**config.mk**
```make
export PLATFORM = sky130hd
export DESIGN_NAME = doff_arb_ctrl_flat
export DESIGN_NICKNAME = d
export VERILOG_FILES = /design/src/rtl/doff_pkg.sv /design/src/rtl/doff_arb_ctrl_if.sv /design/src/rtl/doff_rr_pick.sv /design/src/rtl/doff_arb_ctrl.sv /design/src/flat_wrapper.sv
export SDC_FILE = /design/constraint.sdc
export NUM_CORES = 1
export LEC_CHECK = 0
export ABC_AREA = 1
export BUFFER_PORTS_ARGS = -buffer_cell sky130_fd_sc_hd__buf_2
export CAP_MARGIN = 5
export CORE_ASPECT_RATIO = 0.9
export CORE_MARGIN = 2
export CORE_UTILIZATION = 45
export DETAILED_ROUTE_END_ITERATION = 10
export PLACE_DENSITY_LB_ADDON = 0.15
export REMOVE_ABC_BUFFERS = 1
export SYNTH_ARGS = -nofsm -noshare
export SYNTH_HDL_FRONTEND = slang
export SYNTH_SLANG_ARGS = --single-unit
```
**constraint.sdc**
```tcl
create_clock -name clk -period 2 [get_ports clk]
set_input_delay 0.5 -clock clk [delete_from_list [all_inputs] [get_ports clk]]
set_output_delay 0.5 -clock clk [all_outputs]
set_load 0.01 [all_outputs]
```
**src/rtl/doff_pkg.sv**
```systemverilog
// Shared types and constants for the dump-off arbiter slice.
package doff_pkg;

    localparam int unsigned NUM_SRC = 3;

    typedef logic [1:0] src_idx_t;

    // Mux select encoding driven on `change`
    localparam src_idx_t SEL_SRC0 = 2'd0;
    localparam src_idx_t SEL_SRC1 = 2'd1;
    localparam src_idx_t SEL_SRC2 = 2'd2;

    // Legacy state codes, kept so existing decode logic still matches
    localparam logic [1:0] ST_IDLE     = 2'd0;
    localparam logic [1:0] ST_PRE_GAP  = 2'd1;
    localparam logic [1:0] ST_OWN      = 2'd2;
    localparam logic [1:0] ST_POST_GAP = 2'd3;

    typedef enum logic [1:0] {
        IDLE     = ST_IDLE,
        PRE_GAP  = ST_PRE_GAP,
        OWN      = ST_OWN,
        POST_GAP = ST_POST_GAP
    } state_t;

endpackage

```
**src/rtl/doff_arb_ctrl_if.sv**
```systemverilog
// Source-side request/level bundle and controller status outputs.
interface doff_arb_ctrl_if;
    import doff_pkg::*;

    logic [NUM_SRC-1:0] req;
    logic [NUM_SRC-1:0] dumpoffin;
    logic [NUM_SRC-1:0] grant;
    src_idx_t           change;
    logic               dumpoff;
    logic               busy;
    logic [NUM_SRC-1:0] tmo_err;

    // Sources / sequencers side
    modport master (
        output req, dumpoffin,
        input  grant, change, dumpoff, busy, tmo_err
    );

    // Arbiter side
    modport slave (
        input  req, dumpoffin,
        output grant, change, dumpoff, busy, tmo_err
    );

endinterface

```
**src/rtl/doff_rr_pick.sv**
```systemverilog
// Combinational round-robin picker: searches ptr+1, ptr+2, ptr (mod 3).
module doff_rr_pick
    import doff_pkg::*;
(
    input  logic [NUM_SRC-1:0] req,
    input  src_idx_t           ptr,
    output logic               valid,
    output src_idx_t           winner
);

    src_idx_t cand;

    // First requesting source after the pointer wins
    always_comb begin
        valid  = 1'b0;
        winner = ptr;
        cand   = ptr;
        for (int unsigned k = 1; k <= NUM_SRC; k++) begin
            cand = src_idx_t'((32'(ptr) + k) % NUM_SRC);
            if (!valid && req[cand]) begin
                valid  = 1'b1;
                winner = cand;
            end
        end
    end

endmodule

```
**src/rtl/doff_arb_ctrl.sv**
```systemverilog
// Dump-off mux arbiter/sequencer with dead-time gaps around ownership.
// Optional ownership watchdog enabled by defining DOFF_TMO_EN.
module doff_arb_ctrl
    import doff_pkg::*;
#(
    parameter int unsigned GAP_CYC  = 4,
    parameter logic        SAFE_LVL = 1'b0,
    parameter int unsigned TMO_CYC  = 1000
) (
    input  logic           clk,
    input  logic           rst_n,
    doff_arb_ctrl_if.slave bus
);

    localparam logic [7:0] GAP_LOAD = 8'(GAP_CYC - 1);

    state_t             state;
    src_idx_t           tgt;
    src_idx_t           ptr;
    src_idx_t           change_r;
    logic [7:0]         gap_cnt;
    logic [NUM_SRC-1:0] grant_r;
    logic               dumpoff_r;
    logic [NUM_SRC-1:0] mask;
    logic [NUM_SRC-1:0] tmo_err_r;
    logic               tmo_hit;
    logic               pick_valid;
    src_idx_t           pick;

    doff_rr_pick u_pick (
        .req    (bus.req & ~mask),
        .ptr    (ptr),
        .valid  (pick_valid),
        .winner (pick)
    );

`ifdef DOFF_TMO_EN
    logic [15:0] tmo_cnt;

    // Timeout only counts when the owner is still requesting; a same-cycle drop is a normal release
    assign tmo_hit = (state == OWN) && bus.req[tgt] && (tmo_cnt == 16'(TMO_CYC - 1));

    // Ownership watchdog, sticky error flags and re-arbitration mask
    always_ff @(posedge clk) begin
        if (!rst_n) begin
            tmo_cnt   <= '0;
            mask      <= '0;
            tmo_err_r <= '0;
        end else begin
            tmo_cnt <= (state == OWN) ? tmo_cnt + 16'd1 : '0;
            mask    <= mask & bus.req;
            if (tmo_hit) begin
                mask[tgt]      <= 1'b1;
                tmo_err_r[tgt] <= 1'b1;
            end
        end
    end
`else
    assign tmo_hit   = 1'b0;
    assign mask      = '0;
    assign tmo_err_r = '0;
`endif

    // Main sequencer: arbitration, dead-time gaps and registered outputs
    always_ff @(posedge clk) begin
        if (!rst_n) begin
            state     <= IDLE;
            tgt       <= SEL_SRC0;
            ptr       <= SEL_SRC2;
            change_r  <= SEL_SRC0;
            gap_cnt   <= '0;
            grant_r   <= '0;
            dumpoff_r <= SAFE_LVL;
        end else begin
            case (state)
                IDLE: begin
                    grant_r   <= '0;
                    dumpoff_r <= SAFE_LVL;
                    if (pick_valid) begin
                        tgt      <= pick;
                        change_r <= pick;
                        gap_cnt  <= GAP_LOAD;
                        state    <= PRE_GAP;
                    end
                end
                PRE_GAP: begin
                    dumpoff_r <= SAFE_LVL;
                    if (gap_cnt == '0) begin
                        if (bus.req[tgt]) begin
                            grant_r <= NUM_SRC'(1) << tgt;
                            state   <= OWN;
                        end else begin
                            grant_r <= '0;
                            state   <= IDLE;
                        end
                    end else begin
                        grant_r <= '0;
                        gap_cnt <= gap_cnt - 8'd1;
                    end
                end
                OWN: begin
                    if (!bus.req[tgt] || tmo_hit) begin
                        ptr       <= tgt;
                        gap_cnt   <= GAP_LOAD;
                        grant_r   <= '0;
                        dumpoff_r <= SAFE_LVL;
                        state     <= POST_GAP;
                    end else begin
                        dumpoff_r <= bus.dumpoffin[tgt];
                    end
                end
                POST_GAP: begin
                    grant_r   <= '0;
                    dumpoff_r <= SAFE_LVL;
                    if (gap_cnt == '0) begin
                        state <= IDLE;
                    end else begin
                        gap_cnt <= gap_cnt - 8'd1;
                    end
                end
                default: begin
                    grant_r   <= '0;
                    dumpoff_r <= SAFE_LVL;
                    state     <= IDLE;
                end
            endcase
        end
    end

    assign bus.grant   = grant_r;
    assign bus.change  = change_r;
    assign bus.dumpoff = dumpoff_r;
    assign bus.busy    = (state != IDLE);
    assign bus.tmo_err = tmo_err_r;

endmodule

```
**src/flat_wrapper.sv**
```systemverilog
// flat-port wrapper written by rule: the top's interface ports become plain ports
module doff_arb_ctrl_flat import doff_pkg::*;
#(
    parameter int unsigned GAP_CYC  = 4,
    parameter logic        SAFE_LVL = 1'b0,
    parameter int unsigned TMO_CYC  = 1000
)
  (clk, rst_n, bus_req, bus_dumpoffin, bus_grant, bus_change, bus_dumpoff, bus_busy, bus_tmo_err);
  doff_arb_ctrl_if bus_i ();
  input  logic clk;
  input  logic rst_n;
  input wire logic [$bits(bus_i.req)-1:0] bus_req;
  input wire logic [$bits(bus_i.dumpoffin)-1:0] bus_dumpoffin;
  output wire logic [$bits(bus_i.grant)-1:0] bus_grant;
  output wire logic [$bits(bus_i.change)-1:0] bus_change;
  output wire logic [$bits(bus_i.dumpoff)-1:0] bus_dumpoff;
  output wire logic [$bits(bus_i.busy)-1:0] bus_busy;
  output wire logic [$bits(bus_i.tmo_err)-1:0] bus_tmo_err;
  assign bus_i.req = bus_req;
  assign bus_i.dumpoffin = bus_dumpoffin;
  assign bus_grant = bus_i.grant;
  assign bus_change = bus_i.change;
  assign bus_dumpoff = bus_i.dumpoff;
  assign bus_busy = bus_i.busy;
  assign bus_tmo_err = bus_i.tmo_err;
  doff_arb_ctrl #(.GAP_CYC(GAP_CYC), .SAFE_LVL(SAFE_LVL), .TMO_CYC(TMO_CYC)) u_core (.clk(clk), .rst_n(rst_n), .bus(bus_i));
endmodule
```
; Word level (Yosys, flattened, before mapping)
; Cells that the tools add are included.
[totals]
reg_bits = 18
in_bits = 8
output_inout_bits = 10
word_cells = 73
[classes]
n_addsub = 4
div_mod_pow = 3
n_lt_le_gt_ge = 4
eq_ne = 8
shifts = 1
muxes = 32
n_bitwise = 1
n_reduce_logical = 14
[op_table]
columns = op, n
row1 = "32-bit by 2-bit modulo with 32-bit output, second input constant", 3
row2 = 8-bit 2-to-1 mux, 3
row3 = 8-bit one-hot mux with 3 select lines, 1
row4 = 2-bit 2-to-1 mux, 8
row5 = "2-bit by 3-bit less-than comparator with 1-bit output, second input constant", 4
row6 = 1-bit binary-select mux with 2-bit select, 5
row7 = 1-bit 2-to-1 mux, 9
row8 = 3-bit 2-to-1 mux, 3
row9 = 3-bit one-hot mux with 3 select lines, 1
row10 = 8-bit logical NOT, 1
row11 = 2-bit one-hot mux with 4 select lines, 1
row12 = "8-bit by 1-bit subtractor with 8-bit output, second input constant", 1
row13 = "2-bit by 2-bit adder with 3-bit output, second input constant", 2
row14 = "2-bit by 1-bit != test with 1-bit output, second input constant", 3
row15 = "2-bit equality test, second input constant", 2
row16 = "2-bit != test, second input constant", 2
row17 = 2-bit AND reduction, 2
row18 = 4-bit AND reduction, 1
row19 = 2-bit OR reduction, 2
row20 = "2-bit by 1-bit adder with 3-bit output, second input constant", 1
row21 = 3-bit AND reduction, 1
row22 = 3-bit OR reduction, 1
row23 = "1-bit by 2-bit << shifter with 3-bit output, first input constant", 1
row24 = "2-bit by 1-bit equality test with 1-bit output, second input constant", 1
row25 = other kinds (6), 8

; Logic depth before layout (Yosys ltp)
[logic_depth]
word_depth = 13
ltp_mapped = 14
ltp_nobuf = 14

; Cells and area by module
; From an unflattened synthesis, not the netlist that was laid out.
[unflattened]
cells_unflattened = 200
area_unflattened_um2 = 1347.5
[by_module_without_submodules]
columns = module, n_inst, cells_each, area_each_um2, seq_area_each_um2
row1 = doff_arb_ctrl, 1, 153, 1117.3, 360.3
row2 = doff_rr_pick, 1, 47, 230.2, 0.0

; Worst setup path before layout
; Ideal clock, no wire load.
[synth_timing]
kind = register to register
from = register u_core.ptr[0]
to = register u_core.gap_cnt[0]
setup_ns = 0.117
t_arrival_ns = 1.514
t_required_ns = 1.883
setup_slack_ns = 0.369
path_stages_with_launch = 11
path_buffers = 0
period_less_slack_ns = 1.631
path_cell_list = dfxtp_1 > inv_1 > ha_1 > inv_1 > nand3_1 > nand2_1 > nand4_4 > nand3_4 > nand2_1 > nand2_1 > nor2_1
[synth_between]
elab_chain_len = 13
elab_cells_between_ends = 21
classes_between = add/sub: 3 / div: 3 / eq/ne: 1 / mux: 9 / reduce/logical: 5
[synth_lines]
columns = element, line_no
row1 = from (decl), doff_arb_ctrl.sv:19  ; src_idx_t ptr;
row2 = from (signal assigned), doff_arb_ctrl.sv:103  ; ptr <= tgt;
row3 = 2-bit by 1-bit adder with 3-bit output, doff_rr_pick.sv:19  ; cand = src_idx_t'((32'(ptr) + k) % NUM_SRC);
row4 = 32-bit by 2-bit modulo with 32-bit output, doff_rr_pick.sv:19
row5 = 1-bit binary-select mux with 2-bit select, doff_rr_pick.sv:20  ; if (!valid && req[cand]) begin
row6 = 1-bit 2-to-1 mux (not written as such), doff_rr_pick.sv:20
row7 = 1-bit 2-to-1 mux, doff_rr_pick.sv:20
row8 = 1-bit logical NOT, doff_rr_pick.sv:20
row9 = 1-bit logical AND, doff_rr_pick.sv:20
row10 = 1-bit 2-to-1 mux, doff_rr_pick.sv:20
row11 = 1-bit logical NOT, doff_rr_pick.sv:20
row12 = 1-bit logical AND, doff_rr_pick.sv:20
row13 = 1-bit 2-to-1 mux *, doff_rr_pick.sv:20
row14 = 2-bit by 1-bit != test with 1-bit output (no line) *, -
row15 = 3-bit AND reduction (no line) *, -
row16 = to (signal assigned), doff_arb_ctrl.sv:98  ; gap_cnt <= gap_cnt - 8'd1;
row17 = to (signal assigned), doff_arb_ctrl.sv:118  ; gap_cnt <= gap_cnt - 8'd1;
row18 = to (decl), doff_arb_ctrl.sv:21  ; logic [7:0] gap_cnt;
; Every way passes the cells marked *; elsewhere a longest branch is shown, timed or not. The select of a mux whose other input is x is not followed.
; A chain may end at the register's enable or synchronous reset.

; Final worst setup path
[layout_timing]
from = register u_core.ptr[0]
to = register u_core.gap_cnt[3]
; Same word-level chain as after synthesis.

==> results.yml <==
layout:
  syn_to_final_growth_pct: 12.3
  drive_above_1_share_pct: 15.0
  finalNetCount: 230
  diodes: 0
sta:
  max_freq_mhz: 548
  fin_crit_sh_pct: 91.3
  fin_worst_skew_ns: 0.00241
  rsz0062_at_grt: "false"
  hold_violations: 0
  slew_viol_final: 0
  setup_viol: 0
  finalCriticalPeriod_ns: 1.83
  tns_ns: 0
power:
  peakVddDrop_mv: 0.728
  totalPowerFinal_w: 0.00221
  leakage_nw: 0.726
  powerDensity_nw_per_um2: 1530
yosys:
  ys_warn_count: 0
  synth_ff_type: "dfxtp_1"
  synth_seq_cells: 18
  yosys.area_share.xor_xnor_pct: 2.05
  synthSimpleGateAreaFrac_pct: 40.0
  synthTopCellsByCount: "51 x nand2_1, 25 x inv_1, 25 x nor2_1"
  synth.avg_cell_area_sq_um: 6.56
  syn_area_sq_um: 1280
  synth_fa_ha_area_share_pct: 7.82
  synth_cells: 195
  synth_top_cell_area_share_pct: 28.2
  ys_types: 27
  synth_edf_count: 0
  synth.most_common_cell: "nand2_1"
  synth_mux_area_share_pct: 0
  synthTopCellsByArea: "dfxtp_1 28%, nand2_1 15%, ha_1 7.8%"
  synth_compound_area_share_pct: 11.3
  synthArstFlopShare_pct: 0
  yosys.area.top_type: "dfxtp_1"
  ys_seq_area_share_pct: 28.2
  synth_top_family_by_area: "simple AND/OR/NAND/NOR gates"
critical_path:
  endpoint_kind: "register"
  critPathLaunchType: "register"
  max_stage_delay_ns: 0.37
  crit_path_frequent_cell: "inv_1"
  r2r-end: "u_core.gap_cnt[3]"
  path_cells: "inv_1 > ha_2 > inv_1 > nand2_1 > nand3_1 > o21ai_4 > nand4_4 > buf_4 > nand4_1 > a21oi_1"
  r2r_start: "u_core.ptr[0]"
  crit_fanout: 8
  cp_slowest_cell: "dfxtp_2"
  worstPathArrival_ns: 2.01
  regToRegSetupSlack_ns: 0.17
  path_class: "reg -> reg"
  ff2ff_path_depth: 10
  cp.required_ns: 2.19
floorplanning:
  io_pins: 18
  coreArea_sq_um: 2730
  die_area_sq_um: 3290
  start_util_pct: 47.0
  die_w_um: 60.2
  die_h_um: 54.6
  rows: 18
min_path:
  hold_path_end: "u_core.bus.dumpoff"
  min_path_cells: 3
  hp-class: "in -> reg"
  hold_start: "bus_dumpoffin[1]"
drt:
  viasPerCell: 4.90
  drtIter0Drc: 75
  via_count: 1240
  antenna_left: 0
  wire_per_inst_um: 10.9
  first_pass_iters: 4
  drc: 0
  wl_um: 2770
clock_network:
  clk_path_buf_depth: 2
  path_clk_slew_ns: 0.10
  insertion_delay_ns: 0.29
  cts_max_level: 1
  cts_tree: "yes"
  root_buffer: "clkbuf_4"
  numCtsBuffers: 3
  clock_sinks: 18
  postCtsHoldBufs: 0
global_route:
  grt_overflow_total: 0
  global_route.usage.met2_pct: 30.3
  grt_max_degree: 17
  top_usage_layer: "met2"
  grt_pass1_wl_um: 4800
  track_usage_pct: 19.6
  grt_pass1_vias: 1120
  antenna_found_initial: 0
  met3_usage_pct: 2.84
  gr-usage-met1_pct: 26.8
place:
  gp_congestion: 0.912
  io_buffers: 14
  hpwlAfterDp_um: 2080
status:
  status: "finished, final reports clean"
run:
  cap_violations: 0
==> layer usage <==
layer | routed length (um) | vias to the layer above
met2 | 1260 | 19
li1 | - | 664
met3 | 63 | 2
met5 | 0 | -
met4 | 20 | 0
met1 | 1420 | 555
==> sequential cells by signal, indices dropped and copies added, names as in the netlist, named ones only <==
register	cells
u_core.bus.dumpoff	1
u_core.tgt	2
u_core.ptr	2
u_core.bus.grant	3
u_core.gap_cnt	8
u_core.state	1
==> power breakdown <==
part           internal (W)  switching [W]  total [W]
clock              0.000111       0.000115   0.000226
sequential         0.000473       0.000103   0.000576
combinational      0.000522       0.000882    0.00140
==> critical path, delay by kind of cell, from the launching register on <==
family / cells / cell delay, ns
buffers and inverters: 3 / 0.33
and+or+nand+nor: 4 / 0.45
adders and majority gates: 1 / 0.36
AOI/OAI and AO/OA: 2 / 0.21
DFF: 1 / 0.37
==> worst max-delay path by stage <==
| stage | start | to | slack (ns) | depth (start not counted) |
|---|---|---|---|---|
| CTS | u_core.ptr[0] | u_core.gap_cnt[5] | 0.05 | 9 |
| detailed placement | u_core.ptr[0] | u_core.gap_cnt[5] | 0.09 | 9 |
| global placement | u_core.ptr[0] | u_core.gap_cnt[0] | 0.12 | 10 |
| global route | u_core.ptr[1] | u_core.tgt[1] | 0.008 | 11 |
| finish | u_core.ptr[0] | u_core.gap_cnt[3] | 0.17 | 10 |
| floorplan | u_core.ptr[0] | u_core.gap_cnt[0] | 0.37 | 10 |
==> what timing repair did <==
action,in CTS,in global routing
gates resized for setup,0,3
setup endpoints to repair,0,12
buffers inserted,0,2
==> per-stage QoR <==
step | utilization (%) | worst slack [ns] | cells | hold WS (ns) | cell area (sq um)
global route | 52.8 | 0.00783 | 253 | 0.446 | 1440
global placement | 50.6 | 0.117 | 247 | 0.469 | 1380
CTS | 52.0 | 0.0501 | 251 | 0.443 | 1420
finish | 52.8 | 0.174 | 253 | 0.459 | 1440
floorplan | - | 0.369 | 192 | 0.450 | 1250
detailed placement | 50.6 | 0.0865 | 247 | 0.478 | 1380
==> cell families after synthesis <==
kind of cell,after synthesis
AO/OA/AOI/OAI,24
XOR/XNOR,3
adder cells (fa/ha/maj),8
buffers and inverters,31
flip-flops,18
other,1
AND/OR/NAND/NOR,110
==> final cells by class <==
| class | count | area (sq um) |
|---|---|---|
| clock buffers | 4 | 36.3 |
| flip-flops and latches | 18 | 362 |
| multi-input cells | 148 | 800 |
| repair buffers | 17 | 92.6 |
| well taps | 40 | 50.0 |
| inverters | 26 | 97.6 |
| fillers | 288 | 1290 |
==> placed cells by master, fill, tap and decap left out, types with 5 or more instances in the layout <==
cell type	instances
nand4_1	10
buf_2	14
a21oi_1	14
nand2_1	50
inv_1	25
dfxtp_1	17
nor2_1	25
o21ai_0	5
ha_1	7
nand3_1	15
(Power assumes the default switching activity.)
